===== src/rtl/vga_pkg.sv =====
// Shared VGA geometry plus the projectile controller's state and sector encodings.
package vga_pkg;

    localparam int HOR_PIXELS = 1024;
    localparam int VER_PIXELS = 768;

    typedef enum logic [1:0] {
        PROJ_IDLE,
        PROJ_FLY,
        PROJ_COOLDOWN
    } proj_state_t;

    // Sector numbering runs counter-clockwise from "right", y up positive.
    localparam logic [2:0] SEC_R  = 3'd0;
    localparam logic [2:0] SEC_UR = 3'd1;
    localparam logic [2:0] SEC_U  = 3'd2;
    localparam logic [2:0] SEC_UL = 3'd3;
    localparam logic [2:0] SEC_L  = 3'd4;
    localparam logic [2:0] SEC_DL = 3'd5;
    localparam logic [2:0] SEC_D  = 3'd6;
    localparam logic [2:0] SEC_DR = 3'd7;

endpackage


===== src/rtl/archer_dir_sector.sv =====
// Quantises the archer-to-cursor vector into one of eight 45-degree sectors.
module archer_dir_sector
    import vga_pkg::*;
(
    input  logic [11:0] mouse_x,
    input  logic [11:0] mouse_y,
    input  logic [11:0] char_x,
    input  logic [11:0] char_y,
    output logic [2:0]  direction_sector
);

    logic signed [12:0] dx;
    logic signed [12:0] dy;
    logic        [13:0] abs_dx;
    logic        [13:0] abs_dy;

    assign dx     = $signed({1'b0, mouse_x}) - $signed({1'b0, char_x});
    assign dy     = $signed({1'b0, char_y}) - $signed({1'b0, mouse_y});
    assign abs_dx = {1'b0, (dx[12] ? -dx : dx)};
    assign abs_dy = {1'b0, (dy[12] ? -dy : dy)};

    // Doubling stays inside 14 bits because each magnitude is at most 4095.
    always_comb begin
        direction_sector = SEC_R;
        if (abs_dx >= {abs_dy[12:0], 1'b0}) begin
            direction_sector = dx[12] ? SEC_L : SEC_R;
        end else if (abs_dy >= {abs_dx[12:0], 1'b0}) begin
            direction_sector = dy[12] ? SEC_D : SEC_U;
        end else begin
            unique case ({dx[12], dy[12]})
                2'b00:   direction_sector = SEC_UR;
                2'b10:   direction_sector = SEC_UL;
                2'b11:   direction_sector = SEC_DL;
                default: direction_sector = SEC_DR;
            endcase
        end
    end

endmodule


===== src/rtl/archer_projectile_ctl.sv =====
// Archer projectile launcher: click edge fires one shot, vsync edge advances it each frame,
// it retires at the screen edge or when its range expires, then a cooldown gates the next shot.
module archer_projectile_ctl
    import vga_pkg::*;
#(
    parameter int PROJ_SPEED      = 8,
    parameter int DIAG_SPEED      = 6,
    parameter int MAX_FRAMES      = 90,
    parameter int COOLDOWN_FRAMES = 20,
    parameter int PROJ_HALF       = 4
) (
    input  logic        clk,
    input  logic        rst,
    input  logic        vsync,
    input  logic [1:0]  game_active,
    input  logic        mouse_clicked,
    input  logic [11:0] mouse_x,
    input  logic [11:0] mouse_y,
    input  logic [11:0] char_x,
    input  logic [11:0] char_y,
    output logic [11:0] pos_x_proj,
    output logic [11:0] pos_y_proj,
    output logic        projectile_active,
    output logic        projectile_animated,
    output logic [2:0]  direction_sector
);

    localparam int FRAME_W = $clog2(MAX_FRAMES + 1);
    localparam int CD_W    = $clog2(COOLDOWN_FRAMES + 1);

    localparam logic signed [13:0] V_STR     = 14'(PROJ_SPEED);
    localparam logic signed [13:0] V_DIAG    = 14'(DIAG_SPEED);
    localparam logic signed [13:0] EDGE_LO   = 14'(PROJ_HALF);
    localparam logic signed [13:0] EDGE_HI_X = 14'(HOR_PIXELS - 1 - PROJ_HALF);
    localparam logic signed [13:0] EDGE_HI_Y = 14'(VER_PIXELS - 1 - PROJ_HALF);

    proj_state_t          state_q, state_d;
    logic [11:0]          pos_x_q, pos_x_d;
    logic [11:0]          pos_y_q, pos_y_d;
    logic [2:0]           sector_q, sector_d;
    logic                 animated_q, animated_d;
    logic [FRAME_W-1:0]   frame_cnt_q, frame_cnt_d;
    logic [CD_W-1:0]      cd_cnt_q, cd_cnt_d;
    logic                 click_q;
    logic                 vsync_q;

    logic                 click_rise;
    logic                 tick;
    logic [2:0]           launch_sector;
    logic signed [13:0]   vel_x, vel_y;
    logic signed [13:0]   next_x, next_y;
    logic                 edge_hit;
    logic                 range_done;

    archer_dir_sector u_dir_sector (
        .mouse_x          (mouse_x),
        .mouse_y          (mouse_y),
        .char_x           (char_x),
        .char_y           (char_y),
        .direction_sector (launch_sector)
    );

    assign click_rise = mouse_clicked & ~click_q;
    assign tick       = vsync & ~vsync_q;

    // Screen y grows downward, so "up" sectors carry a negative y velocity.
    always_comb begin
        vel_x = '0;
        vel_y = '0;
        unique case (sector_q)
            SEC_R:   begin vel_x =  V_STR;                       end
            SEC_UR:  begin vel_x =  V_DIAG; vel_y = -V_DIAG;     end
            SEC_U:   begin                  vel_y = -V_STR;      end
            SEC_UL:  begin vel_x = -V_DIAG; vel_y = -V_DIAG;     end
            SEC_L:   begin vel_x = -V_STR;                       end
            SEC_DL:  begin vel_x = -V_DIAG; vel_y =  V_DIAG;     end
            SEC_D:   begin                  vel_y =  V_STR;      end
            default: begin vel_x =  V_DIAG; vel_y =  V_DIAG;     end
        endcase
    end

    // Signed next position lets a step past x=0 read as negative instead of wrapping.
    assign next_x     = $signed({2'b00, pos_x_q}) + vel_x;
    assign next_y     = $signed({2'b00, pos_y_q}) + vel_y;
    assign edge_hit   = (next_x < EDGE_LO) || (next_x > EDGE_HI_X) ||
                        (next_y < EDGE_LO) || (next_y > EDGE_HI_Y);
    assign range_done = (frame_cnt_q + FRAME_W'(1)) == FRAME_W'(MAX_FRAMES);

    // NOTE: every _d gets its hold value first, so no path can leave one unassigned and infer a latch.
    always_comb begin
        state_d     = state_q;
        pos_x_d     = pos_x_q;
        pos_y_d     = pos_y_q;
        sector_d    = sector_q;
        animated_d  = animated_q;
        frame_cnt_d = frame_cnt_q;
        cd_cnt_d    = cd_cnt_q;

        if (game_active == 2'd0) begin
            state_d     = PROJ_IDLE;
            pos_x_d     = '0;
            pos_y_d     = '0;
            sector_d    = SEC_R;
            animated_d  = 1'b0;
            frame_cnt_d = '0;
            cd_cnt_d    = '0;
        end else begin
            unique case (state_q)
                PROJ_IDLE: begin
                    if (click_rise) begin
                        state_d     = PROJ_FLY;
                        pos_x_d     = char_x;
                        pos_y_d     = char_y;
                        sector_d    = launch_sector;
                        animated_d  = 1'b0;
                        frame_cnt_d = '0;
                    end
                end
                PROJ_FLY: begin
                    if (tick) begin
                        if (edge_hit || range_done) begin
                            state_d    = PROJ_COOLDOWN;
                            animated_d = 1'b0;
                            cd_cnt_d   = '0;
                        end else begin
                            pos_x_d     = next_x[11:0];
                            pos_y_d     = next_y[11:0];
                            animated_d  = 1'b1;
                            frame_cnt_d = frame_cnt_q + FRAME_W'(1);
                        end
                    end
                end
                PROJ_COOLDOWN: begin
                    if (tick) begin
                        if ((cd_cnt_q + CD_W'(1)) == CD_W'(COOLDOWN_FRAMES)) begin
                            state_d  = PROJ_IDLE;
                            cd_cnt_d = '0;
                        end else begin
                            cd_cnt_d = cd_cnt_q + CD_W'(1);
                        end
                    end
                end
                default: state_d = PROJ_IDLE;
            endcase
        end
    end

    // NOTE: sequential state uses non-blocking assignments so all flops sample the same pre-edge values.
    always_ff @(posedge clk) begin
        if (rst) begin
            state_q     <= PROJ_IDLE;
            pos_x_q     <= '0;
            pos_y_q     <= '0;
            sector_q    <= SEC_R;
            animated_q  <= 1'b0;
            frame_cnt_q <= '0;
            cd_cnt_q    <= '0;
            click_q     <= 1'b0;
            vsync_q     <= 1'b0;
        end else begin
            state_q     <= state_d;
            pos_x_q     <= pos_x_d;
            pos_y_q     <= pos_y_d;
            sector_q    <= sector_d;
            animated_q  <= animated_d;
            frame_cnt_q <= frame_cnt_d;
            cd_cnt_q    <= cd_cnt_d;
            click_q     <= mouse_clicked;
            vsync_q     <= vsync;
        end
    end

    assign pos_x_proj          = pos_x_q;
    assign pos_y_proj          = pos_y_q;
    assign projectile_active   = (state_q == PROJ_FLY);
    assign projectile_animated = animated_q;
    assign direction_sector    = sector_q;

endmodule


===== config.mk =====
export PLATFORM = sky130hd
export DESIGN_NAME = archer_projectile_ctl
export DESIGN_NICKNAME = d
export VERILOG_FILES = /design/src/rtl/vga_pkg.sv /design/src/rtl/archer_dir_sector.sv /design/src/rtl/archer_projectile_ctl.sv
export SDC_FILE = /design/constraint.sdc
export NUM_CORES = 1
export LEC_CHECK = 0
export BUFFER_PORTS_ARGS = -buffer_cell sky130_fd_sc_hd__buf_2
export CAP_MARGIN = 30
export CORE_UTILIZATION = 60
export DETAILED_ROUTE_END_ITERATION = 10
export PLACE_DENSITY = 0.83
export SLEW_MARGIN = 20
export SYNTH_ARGS = -nofsm -noshare
export SYNTH_HDL_FRONTEND = slang
export SYNTH_SLANG_ARGS = --single-unit

===== constraint.sdc =====
create_clock -name clk -period 6.2 [get_ports clk]
set_input_delay 1.24 -clock clk [delete_from_list [all_inputs] [get_ports clk]]
set_output_delay 1.24 -clock clk [all_outputs]
set_load 0.02 [all_outputs]

==> out/qor.log, run 1 <==
INFO  synthesis      synth_top_cell_by_area=ha_1
INFO  global_routing grt_start_max_net_pins=31
INFO  sta            rsz0062_at_grt=no
INFO  layout         fillCellCount=806
INFO  clocking       clock_tree.buffer_depth=2
INFO  synthesis      syn_area=0.00585mm²
INFO  worst_setup_path cp_slowest_stage_delay=550ps
INFO  die            dieWidth=101µm
INFO  clocking       cts-htree-levels=2
INFO  flow_run       max_cap_check_violation_count=0
INFO  routing        ant_nets=0
INFO  worst_setup_path setup.worst_path.start=mouse_x[0]
INFO  power          p_int=767µW
INFO  routing        drt-wirelength-per-cell=15.2µm
INFO  routing        drt_iter0_drc=324
INFO  placed_design  place.port_buffers=82
INFO  synthesis      synthesis_stage_register_bit_count=44
INFO  routing        routed-via-count=5834
INFO  power          power_switching_share=45.0%
INFO  layout         insertedDiodeCount=0
INFO  die            die_height=101µm
INFO  power          seq_power_share=22.8%
INFO  sta            period_share=89.1%
INFO  worst_setup_path timing.critical_path.to_type=register
INFO  worst_setup_path worst_ep_arrival_time=5750ps
INFO  clocking       worst_setup_hold_path_clk_slew=90ps
INFO  die            start_util=62.7%
INFO  worst_setup_path regToRegSetupSlack=1520ps
INFO  global_routing antenna_violations_before_repair=0
INFO  clocking       tritoncts=done
INFO  worst_setup_path startpoint_type=input pin
INFO  power          static-leakage-power=3.11nW
INFO  power          power.density_cell_area=216mW/mm²
INFO  worst_setup_path cp_slowest_cell=a31oi_1
INFO  power          p_switching=627µW
INFO  clocking       cts-buffers-inserted=5
INFO  sta            setup_violations=0
INFO  worst_setup_path critical_path.reg2reg.startpoint=direction_sector[0]
INFO  clocking       cts_hold_buf=0
INFO  synthesis      synth-seq-area-share=15.1%
INFO  sta            maxSlewViolCount=0
INFO  clocking       root_buffer=clkbuf_8
INFO  sta            min_period=5520ps
INFO  layout         area_delta_synth_final=10.3%
INFO  placed_design  numPlacedInstances=956
INFO  routing        route.detailed.vias_per_inst=6.05
INFO  die            row_count=35
INFO  global_routing grt_first_pass_wirelength=24.0mm
INFO  layout         layout-drive-gt1-share=14.0%
INFO  run_status     run_status=finished clean
INFO  synthesis      synthesis.yosys.warnings=0
INFO  global_routing overflow=0
INFO  layout         finish.instance_area=0.00645mm²
INFO  die            io-pin-count=83
INFO  clocking       clkLatencyLatePin=300ps
INFO  synthesis      syn_area_per_cell=7.59µm²
INFO  worst_setup_path path_cells=buf_2, inv_1, ha_1, inv_1, fa_1, a211oi_1, o21bai_1, a2111o_1, nand3_1, nand2_1, a31oi_1, nand2_1, xnor2_1, ha_1, nand2_1, o21ai_0, a21o_1, a21oi_1, o21ai_0, a31oi_1, o21a_1, a311o_1, a31oi_1
INFO  global_routing gr-usage-all-layers=28.8%
INFO  synthesis      synth.lib_cells_used.distinct=77
INFO  power          vdd_ir_drop_max=0.137mV
INFO  routing        drt_pass1_iterations=5
INFO  power          power.share.combinational=61.1%
INFO  sta            fin_worst_hold_slack=457ps
INFO  worst_hold_path holdCritPathClass=reg -> reg
INFO  clocking       postCtsSetupRepairBufs=0
INFO  layout         finish.net_count=970
INFO  power          clockPowerShare=16.1%
INFO  layout         cell_count_final_fillers_out=964
INFO  synthesis      mappedNetlistNets=906
INFO  synthesis      ys_top_cells_by_area=ha_1 (17%), dfxtp_1 (15%), xnor2_1 (5.1%)
INFO  synthesis      syn_inst=770
INFO  clocking       clock_sink_count=44
INFO  die            coreArea=0.00933mm²
INFO  sta            tightestPinTransition=974ps
INFO  die            floorplan.die_area=0.0101mm²
INFO  placed_design  gp_congestion=0.935
INFO  placed_design  placed_cell_area=0.00634mm²
INFO  synthesis      ys.flop_type=dfxtp_1
INFO  worst_setup_path worst-path-max-fanout=7
INFO  synthesis      synth_enable_flop_cells=0
INFO  sta            clock.fmax=181MHz
INFO  clocking       postCtsResizedCells=0
INFO  sta            setup_tns=0ps
INFO  worst_setup_path crit_type=in -> reg
INFO  worst_setup_path timing.critical_path.required=6430ps
INFO  routing        remaining_design_rule_violation_count=0
INFO  synthesis      post-synth-top-area-fraction=16.7%
INFO  sta            clock_skew=6.68ps
INFO  sta            relSlewSlack=35.0%
INFO  worst_hold_path min-delay-start=pos_y_proj[0]
INFO  synthesis      asyncSetResetFlopFracSynth=0%
INFO  placed_design  hpwl_after_detailed_placement=11.6mm
INFO  routing        postRouteWirelength=14.6mm
INFO  sta            finalHoldViolCount=0
INFO  global_routing number_of_global_route_vias_before_repair=5233
## metal layers
metal / share of wire [%] / vias to the layer above / track usage [%]
met3: 5.6 / 22 / 3.12
met4: 2.2 / 0 / 7.47
met2: 45 / 181 / 49.0
met5: 0 / - / 0
met1: 47 / 2662 / 38.8
li1: - / 2969 / -
## cells by family (layout without fill, tap and decap cells)
logic type	Yosys count	after routing	synth area share, %
and+or+nand+nor	244	244	20.6
AOI/OAI and AO/OA	240	240	29.6
buffers and inverters	89	154	5.82
adders and majority gates	82	82	18.1
xor gates and xnor gates	63	63	9.44
DFF	44	44	15.1
muxes	8	8	1.39
## cells in the final DEF (no fill, tap or decap), types with 8 or more instances in the layout
master,count
and3_1,10
inv_1,60
buf_2,82
nor2_1,75
nor2b_1,14
o211ai_1,16
nor3_1,14
xor2_1,29
dfxtp_1,44
a21oi_1,44
o21ai_0,27
xnor2_1,34
a211oi_1,22
nand2b_1,12
ha_1,78
nand2_1,57
o31ai_1,9
or3_1,8
nand3_1,18
o21a_1,10
a31oi_1,9
a21o_1,16
## critical path, delay by kind of cell
| kind | cells | cell delay (ps) |
|---|---|---|
| simple gates | 4 | 400 |
| xor+xnor | 1 | 190 |
| fa+ha+maj | 3 | 930 |
| buf+inv | 3 | 190 |
| compound gates | 12 | 2820 |
## power groups by stage
stage,Combinational (mW),Sequential (mW),Clock (mW)
global route,0.948,0.320,0.238
finish,0.851,0.318,0.225
global placement,0.800,0.323,0
floorplan,0.636,0.334,0
detailed placement,0.836,0.324,0
CTS,0.842,0.317,0.227
## cells in the mapped netlist, types with 14 or more instances
| cell | number |
|---|---|
| clkbuf_1 | 22 |
| nor3_1 | 14 |
| nand3_1 | 18 |
| nand2_1 | 57 |
| ha_1 | 78 |
| a211oi_1 | 22 |
| o21ai_0 | 27 |
| dfxtp_1 | 44 |
| nor2b_1 | 14 |
| xnor2_1 | 34 |
| a21o_1 | 16 |
| a21oi_1 | 44 |
| nor2_1 | 76 |
| o211ai_1 | 16 |
| inv_1 | 60 |
| xor2_1 | 29 |
## final cells by class
type,instances,area (µm²),area share (%)
Tap cell,129,161,2.50
Clock inverter,2,35.0,0.543
Clock buffer,6,72.6,1.12
Timing Repair Buffer,85,433,6.71
Inverter,61,229,3.55
Multi-Input combinational cell,637,4640,71.9
Sequential cell,44,881,13.7
## registers in the layout (all words and copies together), names as in the netlist
signal / flops
pos_x_proj: 12
vsync_q: 1
direction_sector: 3
frame_cnt_q: 7
click_q: 1
pos_y_proj: 12
projectile_animated: 1
cd_cnt_q: 5
state_q: 2
## worst paths after layout
kind	depth (start not counted)	end
worst min-delay path	2	pos_y_proj[0]
worst min register to register	2	pos_y_proj[0]
worst max-delay path	23	direction_sector[2]
worst max register to register	13	pos_y_proj[11]
## metrics by stage
| step | utilization (%) | worst slack [ps] | total power, mW |
|---|---|---|---|
| after global placement | 68.0 | 699 | 1.12 |
| after floorplan | - | 1140 | 0.970 |
| after CTS | 69.2 | 761 | 1.39 |
| after global routing | 69.2 | 452 | 1.51 |
| after detailed placement | 68.0 | 468 | 1.16 |
| final | 69.2 | 679 | 1.39 |
No activity file was read; power rests on OpenSTA's default activity.
==> run 2: changes to the inputs <==
- CAP_MARGIN: 30 -> 20
- PLACE_DENSITY: 0.83 -> 0.8
==> run 2 against run 1 <==
- setup slack better by 140 ps
- via count is 1.9% higher
- final area is 0.68% higher
- register-to-register slack better by 130 ps
- wire length is 3.0% higher
- clock skew hardly changed
- non-clock buffer count is 1 higher
- clock-buffer cell count is 1 higher
- flip-flop and latch count stayed put
- clock power is 12% higher
- largest power group unchanged
==> out/qor.log, run 2 (synthesis results as in run 1) <==
INFO  run_status     run_status=finished clean
INFO  global_routing number_of_global_route_vias_before_repair=5321
INFO  global_routing gr-usage-all-layers=29.1%
INFO  worst_setup_path timing.critical_path.required=6440ps
INFO  routing        routed-via-count=5945
INFO  sta            setup_violations=0
INFO  worst_setup_path rr_endpoint=pos_y_proj[6]
INFO  placed_design  placed_cell_area=0.00634mm²
INFO  placed_design  hpwl_after_detailed_placement=11.7mm
INFO  clocking       cts_hold_buf=0
INFO  placed_design  place.port_buffers=82
INFO  sta            finalHoldViolCount=0
INFO  layout         finish.instance_area=0.00649mm²
INFO  sta            min_period=5380ps
INFO  sta            finalWorstSetupSlack=821ps
INFO  layout         seq_area=881µm²
INFO  flow_run       max_cap_check_violation_count=0
INFO  worst_setup_path timing.critical_path.to_type=register
INFO  global_routing grt_start_max_net_pins=50
INFO  routing        remaining_design_rule_violation_count=0
INFO  worst_setup_path critical_path.reg2reg.startpoint=direction_sector[0]
INFO  worst_hold_path holdCritPathClass=reg -> reg
INFO  sta            period_share=86.8%
INFO  clocking       clkLatencyLatePin=300ps
INFO  global_routing grt_first_pass_wirelength=24.1mm
INFO  routing        postRouteWirelength=15.1mm
INFO  routing        met3_wirelength=909µm
INFO  routing        route.top_layer_used=met4
INFO  worst_setup_path worst-path-max-fanout=7
INFO  clocking       tritoncts=done
INFO  layout         fillCellCount=775
INFO  power          total_power=1.43mW
INFO  placed_design  gp_congestion=0.907
INFO  worst_setup_path setup.worst_path.start=mouse_x[0]
INFO  clocking       clock_sink_count=44
INFO  sta            rsz0062_at_grt=no
INFO  sta            tightestPinTransition=733ps
INFO  power          vdd_ir_drop_max=0.148mV
INFO  die            die_height=101µm
INFO  clocking       clock_tree.buffer_depth=2
INFO  routing        route.detailed.vias_per_inst=6.16
INFO  clocking       cts-htree-levels=2
INFO  clocking       root_buffer=clkbuf_8
INFO  routing        drt-wirelength-per-cell=15.6µm
INFO  die            start_util=62.7%
INFO  routing        ant_nets=0
INFO  layout         layout-drive-gt1-share=14.1%
INFO  sta            setup_tns=0ps
INFO  sta            clock_skew=6.36ps
INFO  die            coreArea=0.00933mm²
INFO  routing        drt_pass1_iterations=4
INFO  worst_setup_path worst_r2r_path_depth=13
INFO  clocking       postCtsResizedCells=0
INFO  worst_hold_path min-delay-start=pos_y_proj[0]
INFO  power          power.density_cell_area=220mW/mm²
INFO  layout         finish.net_count=971
INFO  clocking       cts-buffers-inserted=5
INFO  layout         area_delta_synth_final=11.1%
INFO  worst_setup_path regToRegSetupSlack=1650ps
INFO  die            row_count=35
INFO  clocking       postCtsSetupRepairBufs=0
INFO  die            dieWidth=101µm
INFO  die            floorplan.die_area=0.0101mm²
INFO  clocking       worst_setup_hold_path_clk_slew=90ps
INFO  global_routing overflow=0
INFO  layout         area_used_by_multi_input_combinational_logic=0.00464mm²
INFO  routing        wirelength_met1=6.95mm
INFO  worst_setup_path startpoint_type=input pin
INFO  layout         insertedDiodeCount=0
INFO  power          static-leakage-power=3.13nW
INFO  global_routing antenna_violations_before_repair=0
INFO  routing        drt_iter0_drc=354
INFO  sta            relSlewSlack=51.0%
INFO  routing        met2_wl=6.91mm
INFO  worst_setup_path crit_end=direction_sector[2]
INFO  sta            maxSlewViolCount=0
INFO  layout         layout_commonest_cell=buf_2
INFO  worst_setup_path worst_ep_arrival_time=5620ps
INFO  sta            clock.fmax=186MHz
INFO  layout         most-common-layout-cells=buf_2 (82), ha_1 (78), nor2_1 (76), inv_1 (60), nand2_1 (57)
INFO  placed_design  pre_cts_slack=551ps
INFO  worst_setup_path crit_type=in -> reg
INFO  die            io-pin-count=83
==> run 2: changes by cell type in the layout (fill, tap and decap cells not counted) <==
cell	previous run	this run
buf_16	0	1
clkinv_2	1	0
nor2_1	75	76
clkbuf_1	1	0
nor2_2	1	0
clkbuf_8	5	7
==> run 2: area by class of cell <==
cell class	count	share of cell area (%)
Clock buffer	7	1.48
Clock inverter	1	0.462
Inverter	61	3.53
Multi-Input combinational cell	637	71.4
Sequential cell	44	13.6
Tap cell	129	2.49
Timing Repair Buffer	86	7.09
==> run 2: through the flow <==
stage                     cells  hold WS, ps  util (%)
after detailed placement    956          447      68.0
after CTS                   964          460      69.3
after global placement      956          444      68.0
final                       965          458      69.6
after global routing        965          482      69.6
after floorplan             770          441         -
==> run 2: routing by layer <==
layer	track usage (%)	vias up
met1	38.3	2772
li1	-	2949
met2	50.2	199
met4	7.80	0
met5	0	-
met3	3.40	25
==> run 2: worst min path at each step <==
stage                           endpoint  slack [ps]  cells after the start
after floorplan           frame_cnt_q[6]         440                      2
final                      pos_y_proj[0]         460                      2
after global routing       pos_y_proj[0]         480                      2
after CTS                  pos_y_proj[0]         460                      2
after detailed placement   pos_y_proj[0]         450                      2
after global placement     pos_y_proj[0]         440                      2
==> run 2: report_power, final <==
group,switching [mW],internal (mW),leakage (nW)
Combinational,0.509,0.351,2.70
Clock,0.109,0.142,0.0645
Sequential,0.0198,0.298,0.359
Total,0.638,0.791,3.13
==> run 2: critical path: stages <==
cell,delay [ps]
buf_2,100
inv_1,40
ha_1,150
inv_1,60
fa_1,410
a211oi_1,260
o21bai_1,130
a2111o_1,430
nand3_1,110
nand2_1,70
a31oi_1,580
nand2_1,150
xnor2_1,190
ha_1,320
nand2_1,60
o21ai_0,150
a21o_1,140
a21oi_1,60
o21ai_0,160
a31oi_1,110
o21a_1,220
a311o_1,350
a31oi_1,130
==> run 3: changes to the inputs <==
- CELL_PAD_IN_SITES_DETAIL_PLACEMENT: default -> 1
- CELL_PAD_IN_SITES_GLOBAL_PLACEMENT: default -> 2
- CORE_UTILIZATION: 60 -> 34
- PLACE_DENSITY: 0.8 -> 0.79
==> run 3 against run 2 <==
- sequential power about the same
- cell count up 9.4%
- via count down 1.4%
- final area is 1.8% higher
- global-route usage is 8.3 points lower
- clock skew grew 0.96 ps
- fmax fell by 1.9%
- critical path depth unchanged
- flip-flop and latch count did not move
- combinational power rose by 1%
- hold slack better by 3.5 ps
- critical endpoint unchanged
- highest routed layer unchanged
==> out/qor.log, run 3 (synthesis results as in run 1) <==
INFO  die            start_util=35.0%
INFO  global_routing grt_start_max_net_pins=34
INFO  worst_setup_path startpoint_type=input pin
INFO  sta            min_period=5480ps
INFO  die            floorplan.die_area=0.0177mm²
INFO  clocking       cts-buffers-inserted=5
INFO  placed_design  gp_congestion=0.810
INFO  clocking       postCtsSetupRepairBufs=0
INFO  clocking       cts-htree-levels=2
INFO  die            row_count=47
INFO  clocking       postCtsResizedCells=0
INFO  sta            relSlewSlack=38.7%
INFO  layout         insertedDiodeCount=0
INFO  placed_design  placed_cell_area=0.00646mm²
INFO  sta            period_share=88.4%
INFO  sta            tightestPinTransition=917ps
INFO  clocking       root_buffer=clkbuf_16
INFO  layout         layout_commonest_cell=buf_2
INFO  worst_setup_path timing.critical_path.required=6430ps
INFO  sta            finalWorstSetupSlack=716ps
INFO  power          vdd_ir_drop_max=0.104mV
INFO  worst_setup_path worst-path-max-fanout=7
INFO  worst_hold_path holdCritPathClass=reg -> reg
INFO  sta            maxSlewViolCount=0
INFO  run_status     run_status=finished clean
INFO  global_routing gr-usage-all-layers=20.7%
INFO  sta            setup_violations=0
INFO  clocking       clock_sink_count=44
INFO  clocking       clkLatencyLatePin=300ps
INFO  worst_setup_path crit_type=in -> reg
INFO  routing        drt-wirelength-per-cell=17.1µm
INFO  routing        postRouteWirelength=18.1mm
INFO  die            die_height=133µm
INFO  routing        drt_pass1_iterations=4
INFO  global_routing overflow=0
INFO  sta            clock.fmax=182MHz
INFO  worst_setup_path timing.critical_path.to_type=register
INFO  worst_setup_path path_cells=buf_2, inv_1, ha_1, inv_1, fa_1, a211oi_1, o21bai_1, a2111o_1, nand3_1, nand2_1, a31oi_1, nand2_1, xnor2_1, ha_1, nand2_1, o21ai_0, a21o_1, a21oi_1, o21ai_0, a31oi_1, o21a_1, a311o_1, a31oi_1
INFO  layout         most-common-layout-cells=buf_2 (82), ha_1 (78), nor2_1 (76), inv_1 (60), nand2_1 (57)
INFO  layout         finish.instance_area=0.00661mm²
INFO  die            dieWidth=133µm
INFO  layout         area_delta_synth_final=13.1%
INFO  worst_setup_path cp_slowest_cell=a31oi_1
INFO  placed_design  place.port_buffers=82
INFO  clocking       tritoncts=done
INFO  placed_design  pre_cts_slack=428ps
INFO  die            io-pin-count=83
INFO  clocking       clock_tree.buffer_depth=2
INFO  sta            fin_worst_hold_slack=462ps
INFO  routing        routed-via-count=5863
INFO  worst_setup_path worst_ep_arrival_time=5710ps
INFO  layout         layout.core_utilization=39.6%
INFO  routing        remaining_design_rule_violation_count=0
INFO  die            coreArea=0.0167mm²
INFO  power          power.density_cell_area=223mW/mm²
INFO  routing        route.detailed.vias_per_inst=5.55
INFO  flow_run       max_cap_check_violation_count=0
INFO  global_routing grt_first_pass_wirelength=30.1mm
INFO  global_routing antenna_violations_before_repair=0
INFO  placed_design  hpwl_after_detailed_placement=14.6mm
INFO  sta            rsz0062_at_grt=no
INFO  routing        drt_iter0_drc=193
INFO  layout         layout-drive-gt1-share=14.0%
INFO  routing        ant_nets=0
INFO  worst_setup_path cp_slowest_stage_delay=580ps
INFO  global_routing number_of_global_route_vias_before_repair=6134
INFO  sta            clock_skew=7.33ps
INFO  sta            finalHoldViolCount=0
INFO  layout         finish.net_count=971
INFO  clocking       worst_setup_hold_path_clk_slew=70ps
INFO  clocking       cts_hold_buf=0
INFO  power          static-leakage-power=3.13nW
INFO  sta            setup_tns=0ps
run 3: final timing paths:
path                            start                  end  slack [ps]  cells after the start
hold / removal          pos_y_proj[0]        pos_y_proj[0]         460                      2
hold reg to reg         pos_y_proj[0]        pos_y_proj[0]         460                      2
setup reg to reg  direction_sector[0]        pos_y_proj[5]        1290                     13
setup / recovery           mouse_x[0]  direction_sector[2]         720                     23
run 3: final cells by class:
| type | count | area [µm²] |
|---|---|---|
| flip-flops and latches | 44 | 881 |
| clock buffers | 7 | 143 |
| well taps | 220 | 275 |
| multi-input cells | 637 | 4640 |
| clock inverters | 1 | 7.51 |
| repair buffers | 86 | 440 |
| fillers | 2108 | 10100 |
| inverters | 61 | 229 |
run 3: stage by stage:
stage | instances | power (mW)
6_report | 1056 | 1.48
3_3_place_gp | 1048 | 1.16
5_1_grt | 1056 | 1.62
4_1_cts | 1056 | 1.49
3_5_place_dp | 1048 | 1.20
2_1_floorplan | 770 | 0.970
run 3: worst max-delay path, delay by kind of cell:
family / cells / cell delay, ps
xor gates and xnor gates: 1 / 190
AOI/OAI and AO/OA: 12 / 2800
adders and majority gates: 3 / 890
and+or+nand+nor: 4 / 380
buffers and inverters: 3 / 190
run 3: report_power, final:
group	internal (mW)	switching, mW	leakage [nW]
clock	0.161	0.127	0.0701
sequential	0.298	0.0209	0.359
combinational	0.349	0.520	2.70
total	0.809	0.669	3.13
run 3: layer usage:
| layer | up-vias | GRT usage, % | wire [µm] |
|---|---|---|---|
| met4 | 0 | 2.84 | 116 |
| met5 | - | 0 | 0 |
| met1 | 2810 | 27.5 | 8930 |
| li1 | 2949 | - | - |
| met2 | 91 | 36.6 | 8510 |
| met3 | 13 | 2.51 | 510 |
